--- src/rtl/alu_pkg.sv ---
// Shared definitions for the sequential ALU: opcode map, FSM states and
// bit positions of the registered result flags.
package alu_pkg;

   localparam logic [3:0] OP_ADD  = 4'd0;
   localparam logic [3:0] OP_SUB  = 4'd1;
   localparam logic [3:0] OP_AND  = 4'd2;
   localparam logic [3:0] OP_OR   = 4'd3;
   localparam logic [3:0] OP_XOR  = 4'd4;
   localparam logic [3:0] OP_NOT  = 4'd5;
   localparam logic [3:0] OP_SHL  = 4'd6;
   localparam logic [3:0] OP_SHR  = 4'd7;
   localparam logic [3:0] OP_ADC  = 4'd8;
   localparam logic [3:0] OP_SBB  = 4'd9;
   localparam logic [3:0] OP_ROL  = 4'd10;
   localparam logic [3:0] OP_ROR  = 4'd11;
   localparam logic [3:0] OP_SRA  = 4'd12;
   localparam logic [3:0] OP_MUL  = 4'd13;
   localparam logic [3:0] OP_CMP  = 4'd14;
   localparam logic [3:0] OP_RSVD = 4'd15;

   typedef enum logic {
      ST_IDLE = 1'b0,
      ST_MUL  = 1'b1
   } state_t;

   localparam int FLAG_CARRY   = 0;
   localparam int FLAG_ZERO    = 1;
   localparam int FLAG_OVF     = 2;
   localparam int FLAG_ILLEGAL = 3;
   localparam int NUM_FLAGS    = 4;

endpackage

--- src/rtl/alu_mul_seq.sv ---
// Shift-add unsigned multiplier: one multiplier bit per cycle, the final
// partial sum is presented combinationally alongside done.
module alu_mul_seq #(
   parameter int WIDTH = 8
) (
   input  logic                 clk,
   input  logic                 rst,
   input  logic                 start,
   input  logic [WIDTH-1:0]     a,
   input  logic [WIDTH-1:0]     b,
   output logic                 busy,
   output logic                 done,
   output logic [2*WIDTH-1:0]   product
);

   localparam int CW = $clog2(WIDTH + 1);

   logic [2*WIDTH-1:0] acc;
   logic [2*WIDTH-1:0] mcand;
   logic [2*WIDTH-1:0] acc_next;
   logic [WIDTH-1:0]   mplier;
   logic [CW-1:0]      count;

   assign acc_next = mplier[0] ? (acc + mcand) : acc;
   assign done     = busy && (count == CW'(1));
   assign product  = acc_next;

   always_ff @(posedge clk) begin
      if (rst) begin
         busy   <= 1'b0;
         acc    <= '0;
         mcand  <= '0;
         mplier <= '0;
         count  <= '0;
      end else if (start) begin
         busy   <= 1'b1;
         acc    <= '0;
         mcand  <= {{WIDTH{1'b0}}, a};
         mplier <= b;
         count  <= CW'(WIDTH);
      end else if (busy) begin
         acc    <= acc_next;
         mcand  <= mcand << 1;
         mplier <= mplier >> 1;
         count  <= count - CW'(1);
         if (done) busy <= 1'b0;
      end
   end

endmodule

--- src/rtl/alu_seq.sv ---
// Registered ALU with valid/ready handshakes on both sides, a carry flag
// chained between operations and a multi-cycle multiply.
module alu_seq
   import alu_pkg::*;
#(
   parameter int WIDTH = 8,
   parameter int OP_W  = 4
) (
   input  logic             clk,
   input  logic             rst,
   input  logic             in_valid,
   output logic             in_ready,
   input  logic [WIDTH-1:0] a,
   input  logic [WIDTH-1:0] b,
   input  logic [OP_W-1:0]  op,
   output logic             out_valid,
   input  logic             out_ready,
   output logic [WIDTH-1:0] y,
   output logic             carry,
   output logic             zero,
   output logic             neg,
   output logic             ovf,
   output logic             illegal
);

   state_t state_q, state_d;

   logic                 cf;
   logic [NUM_FLAGS-1:0] flags;
   logic                 accept;
   logic                 mul_start;
   logic                 mul_busy;
   logic                 mul_done;
   logic [2*WIDTH-1:0]   mul_product;

   logic [WIDTH:0]       sum;
   logic [WIDTH:0]       diff;
   logic                 add_cin;
   logic                 sub_bin;
   logic                 add_ovf;
   logic                 sub_ovf;
   logic [WIDTH-1:0]     res_y;
   logic [NUM_FLAGS-1:0] res_flags;
   logic                 res_cmp;
   logic                 cf_load;

   assign accept    = in_valid && in_ready;
   assign mul_start = accept && (op == OP_MUL);

   alu_mul_seq #(.WIDTH(WIDTH)) u_mul (
      .clk     (clk),
      .rst     (rst),
      .start   (mul_start),
      .a       (a),
      .b       (b),
      .busy    (mul_busy),
      .done    (mul_done),
      .product (mul_product)
   );

   always_comb begin
      state_d  = state_q;
      in_ready = 1'b0;
      case (state_q)
         ST_IDLE: begin
            in_ready = !mul_busy && (!out_valid || out_ready);
            if (mul_start) state_d = ST_MUL;
         end
         ST_MUL: begin
            if (mul_done) state_d = ST_IDLE;
         end
         default: state_d = ST_IDLE;
      endcase
   end

   always_ff @(posedge clk) begin
      if (rst) state_q <= ST_IDLE;
      else     state_q <= state_d;
   end

   // Both arithmetic paths run one bit wider so bit WIDTH is carry or borrow.
   always_comb begin
      add_cin = (op == OP_ADC) ? cf : 1'b0;
      sub_bin = (op == OP_SBB) ? cf : 1'b0;
      sum     = {1'b0, a} + {1'b0, b} + {{WIDTH{1'b0}}, add_cin};
      diff    = {1'b0, a} - {1'b0, b} - {{WIDTH{1'b0}}, sub_bin};
      add_ovf = (a[WIDTH-1] == b[WIDTH-1]) && (sum[WIDTH-1] != a[WIDTH-1]);
      sub_ovf = (a[WIDTH-1] != b[WIDTH-1]) && (diff[WIDTH-1] != a[WIDTH-1]);
   end

   always_comb begin
      res_y     = '0;
      res_flags = '0;
      res_cmp   = 1'b0;
      cf_load   = 1'b1;
      case (op)
         OP_ADD, OP_ADC: begin
            res_y                = sum[WIDTH-1:0];
            res_flags[FLAG_CARRY] = sum[WIDTH];
            res_flags[FLAG_OVF]   = add_ovf;
         end
         OP_SUB, OP_SBB: begin
            res_y                = diff[WIDTH-1:0];
            res_flags[FLAG_CARRY] = diff[WIDTH];
            res_flags[FLAG_OVF]   = sub_ovf;
         end
         OP_CMP: begin
            res_y                = a;
            res_cmp              = 1'b1;
            res_flags[FLAG_CARRY] = diff[WIDTH];
            res_flags[FLAG_OVF]   = sub_ovf;
         end
         OP_AND: begin res_y = a & b; cf_load = 1'b0; end
         OP_OR:  begin res_y = a | b; cf_load = 1'b0; end
         OP_XOR: begin res_y = a ^ b; cf_load = 1'b0; end
         OP_NOT: begin res_y = ~a;    cf_load = 1'b0; end
         OP_SHL: begin
            res_y                = {a[WIDTH-2:0], 1'b0};
            res_flags[FLAG_CARRY] = a[WIDTH-1];
         end
         OP_SHR: begin
            res_y                = {1'b0, a[WIDTH-1:1]};
            res_flags[FLAG_CARRY] = a[0];
         end
         OP_ROL: begin
            res_y                = {a[WIDTH-2:0], a[WIDTH-1]};
            res_flags[FLAG_CARRY] = a[WIDTH-1];
         end
         OP_ROR: begin
            res_y                = {a[0], a[WIDTH-1:1]};
            res_flags[FLAG_CARRY] = a[0];
         end
         OP_SRA: begin
            res_y                = {a[WIDTH-1], a[WIDTH-1:1]};
            res_flags[FLAG_CARRY] = a[0];
         end
         OP_MUL: cf_load = 1'b0;
         default: begin
            res_flags[FLAG_ILLEGAL] = 1'b1;
            cf_load                 = 1'b0;
         end
      endcase
      res_flags[FLAG_ZERO] = res_cmp ? (diff[WIDTH-1:0] == '0) : (res_y == '0);
   end

   // A MUL accept empties the output stage; accept is only possible when
   // the previous result is absent or being consumed this cycle.
   always_ff @(posedge clk) begin
      if (rst) begin
         out_valid <= 1'b0;
         y         <= '0;
         flags     <= NUM_FLAGS'(1 << FLAG_ZERO);
         cf        <= 1'b0;
      end else if (state_q == ST_MUL && mul_done) begin
         out_valid                <= 1'b1;
         y                        <= mul_product[WIDTH-1:0];
         flags                    <= '0;
         flags[FLAG_CARRY]        <= |mul_product[2*WIDTH-1:WIDTH];
         flags[FLAG_ZERO]         <= (mul_product[WIDTH-1:0] == '0);
         cf                       <= |mul_product[2*WIDTH-1:WIDTH];
      end else if (mul_start) begin
         out_valid <= 1'b0;
      end else if (accept) begin
         out_valid <= 1'b1;
         y         <= res_y;
         flags     <= res_flags;
         if (cf_load) cf <= res_flags[FLAG_CARRY];
      end else if (out_ready) begin
         out_valid <= 1'b0;
      end
   end

   assign carry   = flags[FLAG_CARRY];
   assign zero    = flags[FLAG_ZERO];
   assign ovf     = flags[FLAG_OVF];
   assign illegal = flags[FLAG_ILLEGAL];
   assign neg     = y[WIDTH-1];

endmodule

--- config.mk ---
export PLATFORM = sky130hd
export DESIGN_NAME = alu_seq
export DESIGN_NICKNAME = d
export VERILOG_FILES = /design/src/rtl/alu_pkg.sv /design/src/rtl/alu_mul_seq.sv /design/src/rtl/alu_seq.sv
export SDC_FILE = /design/constraint.sdc
export NUM_CORES = 1
export LEC_CHECK = 0
export CAP_MARGIN = 15
export CORE_MARGIN = 2
export CORE_UTILIZATION = 43
export DETAILED_ROUTE_END_ITERATION = 7
export GPL_TIMING_DRIVEN = 0
export PLACE_DENSITY = 0.66
export SETUP_SLACK_MARGIN = 0.1
export SLEW_MARGIN = 20
export SYNTH_ARGS = -nofsm -noshare
export SYNTH_HDL_FRONTEND = slang
export SYNTH_SLANG_ARGS = --single-unit
--- constraint.sdc ---
create_clock -name clk -period 5 [get_ports clk]
set_input_delay 1 -clock clk [delete_from_list [all_inputs] [get_ports clk]]
set_output_delay 1 -clock clk [all_outputs]
set_load 0.005 [all_outputs]
# ---- Word-level counts from Yosys, hierarchy flattened
# Index checks and enable logic that the tools add are counted.
# W data, S select, Z words.
dict set report totals {
  ff_bits 60
  wordCells 112
}
dict set report op_classes {
  n_addsub 6
  n_bitwise 6
  reduce_logical 31
  n_eq_ne 20
  n_mux 36
}
# operator n
set ops {}
lappend ops {{$pmux W8 S12} 1}
lappend ops {{$mux W8} 7}
lappend ops {{$eq A4 B4 Y1 const B} 7}
lappend ops {{$logic_not A8 Y1} 3}
lappend ops {{$mux W1} 19}
lappend ops {{$add A16 B16 Y16} 1}
lappend ops {{$eq A4 B3 Y1 const B} 4}
lappend ops {{$mux W16} 1}
lappend ops {{$reduce_or A15 Y1} 1}
lappend ops {{$reduce_or A10 Y1} 1}
lappend ops {{$reduce_or A2 Y1} 5}
lappend ops {{$add A8 B8 Y9} 1}
lappend ops {{$add A9 B1 Y9} 1}
lappend ops {{$sub A8 B8 Y9} 1}
lappend ops {{$sub A9 B1 Y9} 1}
lappend ops {{$and A8 B8 Y8} 1}
lappend ops {{$eq A4 B1 Y1 const B} 2}
lappend ops {{$eq A4 B2 Y1 const B} 2}
lappend ops {{$mux W4} 2}
lappend ops {{$not A8 Y8} 1}
lappend ops {{$or A8 B8 Y8} 1}
lappend ops {{$reduce_or A8 Y1} 1}
lappend ops {{$xor A8 B8 Y8} 1}
lappend ops {{$logic_and A1 B1 Y1} 7}
lappend ops {{16 further kinds} 27}

# ---- Longest topological paths before layout
dict set report depth {
  word_depth 9
  depth_mapped 16
  ltp_nobuf 13
}

# ---- Hierarchy
# Synthesis repeated with hierarchy kept, for this count alone.
dict set report unflattened {
  cells_unflattened 687
  area_unflattened_um2 5378.9
}
# mod seq_area_each_um2 n_inst cells_each area_each_um2
set by_module_without_submodules {}
lappend by_module_without_submodules {alu_seq 300.3 1 374 2706.3}
lappend by_module_without_submodules {alu_mul_seq 900.9 1 313 2672.6}

# ---- Worst setup path before layout
# OpenSTA, ideal clock, no wires.
dict set report synth_timing {
  kind {input-to-reg}
  from {in op[1]}
  to {reg flags[1]}
  n_path_buf 3
  path_slack_ns 0.816
  stages 15
  setup_time_ns 0.075
  t_arrival_ns 4.109
  path_cell_list {clkbuf_2 buf_2 buf_4 nor3b_1 nand3_1 fa_1 fa_1 o21ai_1 nand2b_1 xor2_1 a221o_1 a211o_1 nor4b_2 nand3_1 o22ai_1}
}
dict set report synth_between {
  elab_chain_cells 9
  elab_cells_between_ends 32
  cone_classes {add/sub (2); eq/ne (15); mux (8); reduce/logical (7)}
}
# element line_no
set synth_rtl {}
lappend synth_rtl {{from (decl)} alu_seq.sv:15} ;# input logic [OP_W-1:0] op,
lappend synth_rtl {{$eq A4 B4 Y1 (on tied branches)} {alu_seq.sv:84, alu_seq.sv:96, alu_seq.sv:83}}
lappend synth_rtl {{$mux W1 (on tied branches)} {alu_seq.sv:84, alu_seq.sv:83}}
lappend synth_rtl {{$sub A9 B1 Y9 / $add A9 B1 Y9 (equally long branches)} {alu_seq.sv:86, alu_seq.sv:85}}
lappend synth_rtl {{$pmux W8 S12} alu_seq.sv:96} ;# case (op)
lappend synth_rtl {{$logic_not A8 Y1} alu_seq.sv:143} ;# res_flags[FLAG_ZERO] = res_cmp ? (diff[WIDTH-1:0] == '0) : (res_y == '0);
lappend synth_rtl {{$mux W1} alu_seq.sv:143}
lappend synth_rtl {{$mux W2} alu_seq.sv:163} ;# end else if (accept) begin
lappend synth_rtl {{$mux W2} alu_seq.sv:161} ;# end else if (mul_start) begin
lappend synth_rtl {{$mux W2} alu_seq.sv:154} ;# end else if (state_q == ST_MUL && mul_done) begin
lappend synth_rtl {{to (signal, indexed assignment)} alu_seq.sv:158} ;# flags[FLAG_CARRY] <= |mul_product[2*WIDTH-1:WIDTH];
lappend synth_rtl {{to (signal, indexed assignment)} alu_seq.sv:159} ;# flags[FLAG_ZERO] <= (mul_product[WIDTH-1:0] == '0);
lappend synth_rtl {{to (signal assigned)} alu_seq.sv:166} ;# flags <= res_flags;
lappend synth_rtl {{to (decl)} alu_seq.sv:29} ;# logic [NUM_FLAGS-1:0] flags;
# Several ways; a longest one is shown, not always the timed one. The select of a mux whose other input is x is not followed.
# A chain may end at the register's enable or synchronous reset.

# ---- Worst setup path after layout
# Ends and elaborated chain as after synthesis.

==> summary.md <==
| Metric | Value |
|---|---|
| Vias/cell | around 5.8 |
| Placeable Area | approximately 0.012 mm^2 |
| Max_cap viols | 0 |
| Seq cells post-synth | 60 |
| Cell taking the most area after synthesis | dfxtp_1 |
| Seq pwr share | approximately a third |
| Clock root cell | clkbuf_16 |
| Pin count of the biggest net entering global routing | 12 |
| Routed WL | 17000 um |
| Number of flops mapped to enable cells by yosys | 0 |
| Routability Congestion | ~0.94 |
| Synthesized area | approximately 0.0053 mm^2 |
| Clk pwr share | roughly two fifths |
| Layout cells sized above 1 | ~8.8% |
| Asr flop ratio synth | 0% |
| Int Pwr | 1.03 mW |
| Buffers on Ports | 34 |
| Antenna-violating nets left | 0 |
| Min cycle time layout | around 4.7 ns |
| Power Density | roughly 240 mW/mm^2 |
| Yosys warns | 0 |
| Num CTS Buffers | 9 |
| DR iter-0 viols | approximately 350 |
| CP max FO | 10 |
| Worst hold path type | flip-flop to flip-flop |
| Boundary pin count | 39 |
| Final Core Density | slightly above 50% |
| RSZ-0062 raised after global routing | no |
| ANT cells | 0 |
| Top-area cell type share of the netlist area | 22.6% |
| Syn Nets | approximately 750 |
| Slew margin rel. | a little under a third |
| Post-route insts no fill | approximately 900 |
| Clock-pin slew on the worst setup and hold paths | approximately 0.050 ns |
| Max Slew Vio Count | 0 |
| Peak supply drop | between 0.15 and 0.2 mV |
| Fillcell total | about 1200 |
| CP arrival | 4.92 ns |
| Design area | 0.00617 mm^2 |
| Leakage power | ~2.5 nW |
| Gr ovfl total | 0 |
| Postcts setup bufs | 0 |
| Final TNS setup | 0 ns |
| Placed Instances | between 800 and 900 |
| Post-CTS resize count | 0 |
| Startpoint Class | input port |
| CTS HTree Levels | 3 |
| First-pass GRT wire length | 27000 um |
| Fin crit share | ~93% |
| Post-DP Area | 0.00588 mm^2 |
| Most instantiated library cell after synthesis | nor2_1 |
| CTS Hold Bufs | 0 |
| GRT Overall Usage | a little over a quarter |
| Syn Area/Cell | slightly below 8 um^2 |
| Seq/Total Area, Yosys | around 23% |
| Cell variety after synth | 75 |
| Post-synth top cells | 82 x nor2_1, 67 x nand2_1, 60 x dfxtp_1 |
| DR WL/cell | approximately 19 um |
| Final #Nets | 799 |
| Clk buf depth | 2 |
| Site Rows | 40 |
| Worst Tran Pin Value | between 1 and 1.5 ns |
| Vias | approximately 5200 |
| Critical path type | input port to flip-flop |
| P_sw | 0.453 mW |
| Fin Hold WS | 0.450 ns |
| P&R area growth vs syn | 15.9% |
| Final hold vios | 0 |
| FMAX | roughly 0.21 GHz |
| Die ar. | between 0.01 and 0.015 mm^2 |
| Status | finished clean |
| Initial antenna violation count | 0 |
| Vias in the first global route | between 5000 and 6000 |
| CTS tree | done |
| Die H | between 100 and 150 um |
| DP HPWL | 13300 um |
| Final setup violating endpoints | 0 |
| Top area cells in the synthesized netlist | dfxtp_1 23%, ha_1 11%, nor2_1 5.8% |
| Sw Ratio | 30.6% |
| Comb power frac | 23.9% |
| Worst clock skew | ~0.012 ns |
| Worst-Skew Late Latency | approximately 0.34 ns |
| Initial Util | approximately 44% |
| CTS Sinks | 60 |
| Die X | 115 um |
| Top FF cell, synth | dfxtp_1 |
| Crit. End Element | flip-flop |
| DRC | 0 |
| Required @ worst endpoint | roughly 5.3 ns |
| TritonRoute pass-1 iters | 5 |
| Post-Syn Instances | between 600 and 700 |
==> power groups by stage <==
stage	combinational (mW)	sequential [mW]	clock (mW)
6_report	0.353	0.507	0.618
5_1_grt	0.387	0.508	0.650
3_5_place_dp	0.348	0.516	0
3_3_place_gp	0.345	0.516	0
2_1_floorplan	0.228	0.513	0
4_1_cts	0.350	0.507	0.624
==> per-layer routing <==
metal	part of all wire [%]	vias up	routed length (um)	track usage, %
met5	0	-	0	0
met4	2.6	0	436	9.64
met3	4.6	25	790	4.27
met2	49	172	8310	45.5
met1	44	2457	7470	33.0
li1	-	2554	-	-
==> worst paths after layout <==
check,startpoint,endpoint,slack [ns],cells past startpoint
hold reg to reg,flags[0],flags[0],0.45,2
hold / removal,flags[0],flags[0],0.45,2
setup reg to reg,cf,flags[1],1.26,12
setup / recovery,op[1],flags[1],0.34,15
==> flip-flops by register name (all words and copies together), names as in the netlist, 4 cells and up <==
register / flops
flags: 4
u_mul.mcand: 16
u_mul.mplier: 8
u_mul.acc: 16
y: 8
u_mul.count: 4
==> stage by stage <==
stage / power, mW / setup WS [ns]
3_5_place_dp: 0.865 / 0.0406
5_1_grt: 1.55 / 0.188
4_1_cts: 1.48 / 0.368
6_report: 1.48 / 0.339
2_1_floorplan: 0.741 / 0.816
3_3_place_gp: 0.861 / 0.0938
==> layout make-up <==
type	count	area [um^2]	area share, %
multi-input combinational	539	3790	61.4
buffer	40	186	3.02
clock buffer	10	229	3.71
timing repair buffer	34	340	5.52
tap	168	210	3.41
clock inverter	6	65.1	1.05
sequential	60	1200	19.5
inverter	39	146	2.37
==> logic make-up after synthesis <==
family	Yosys count	share of synthesized area (%)
adders and majority gates	52	12.9
buffers and inverters	79	6.25
AOI/OAI and AO/OA	176	24.7
and+or+nand+nor	250	22.6
DFF	60	22.6
xor gates and xnor gates	25	4.11
muxes	36	6.91
==> placed cells by master (no fill, tap or decap), types with 4 or more instances in the layout <==
cell             netlist  routed
nor2_1                82      82
nand2_1               67      67
dfxtp_1               60      60
ha_1                  47      47
a21oi_1               42      42
inv_1                 39      39
clkdlybuf4s50_1        0      34
mux2i_1               30      30
nor3_1                21      21
clkbuf_1              16      17
o21ai_0               17      17
a211oi_1              17      17
nand3_1               16      16
buf_2                 15      15
xnor2_1               14      14
a22oi_1               14      14
nand2b_1              13      13
xor2_1                11      11
a221oi_1               9       9
clkbuf_16              0       9
nor2b_1                8       8
mux2_2                 6       6
and3_1                 6       6
a211o_1                6       6
a21o_1                 6       6
nor3b_1                5       5
or3_1                  5       5
or2_2                  5       5
o22ai_1                5       5
a311oi_1               5       5
o211ai_1               5       5
fa_1                   5       5
buf_1                  4       4
and2_1                 4       4
o2111ai_1              4       4
o21a_1                 4       4
nor4_1                 4       4
==> worst max-delay path, cell delays in order <==
cell,delay [ns]
clkbuf_2,0.16
buf_2,0.23
buf_4,0.20
nor3b_1,0.39
nand3_1,0.15
fa_1,0.47
fa_1,0.48
o21ai_1,0.24
nand2b_1,0.11
xor2_1,0.17
a221o_1,0.35
a211o_1,0.34
nor4b_2,0.32
nand3_1,0.12
o22ai_1,0.17
Note: power is estimated with default switching activity, not from simulation.
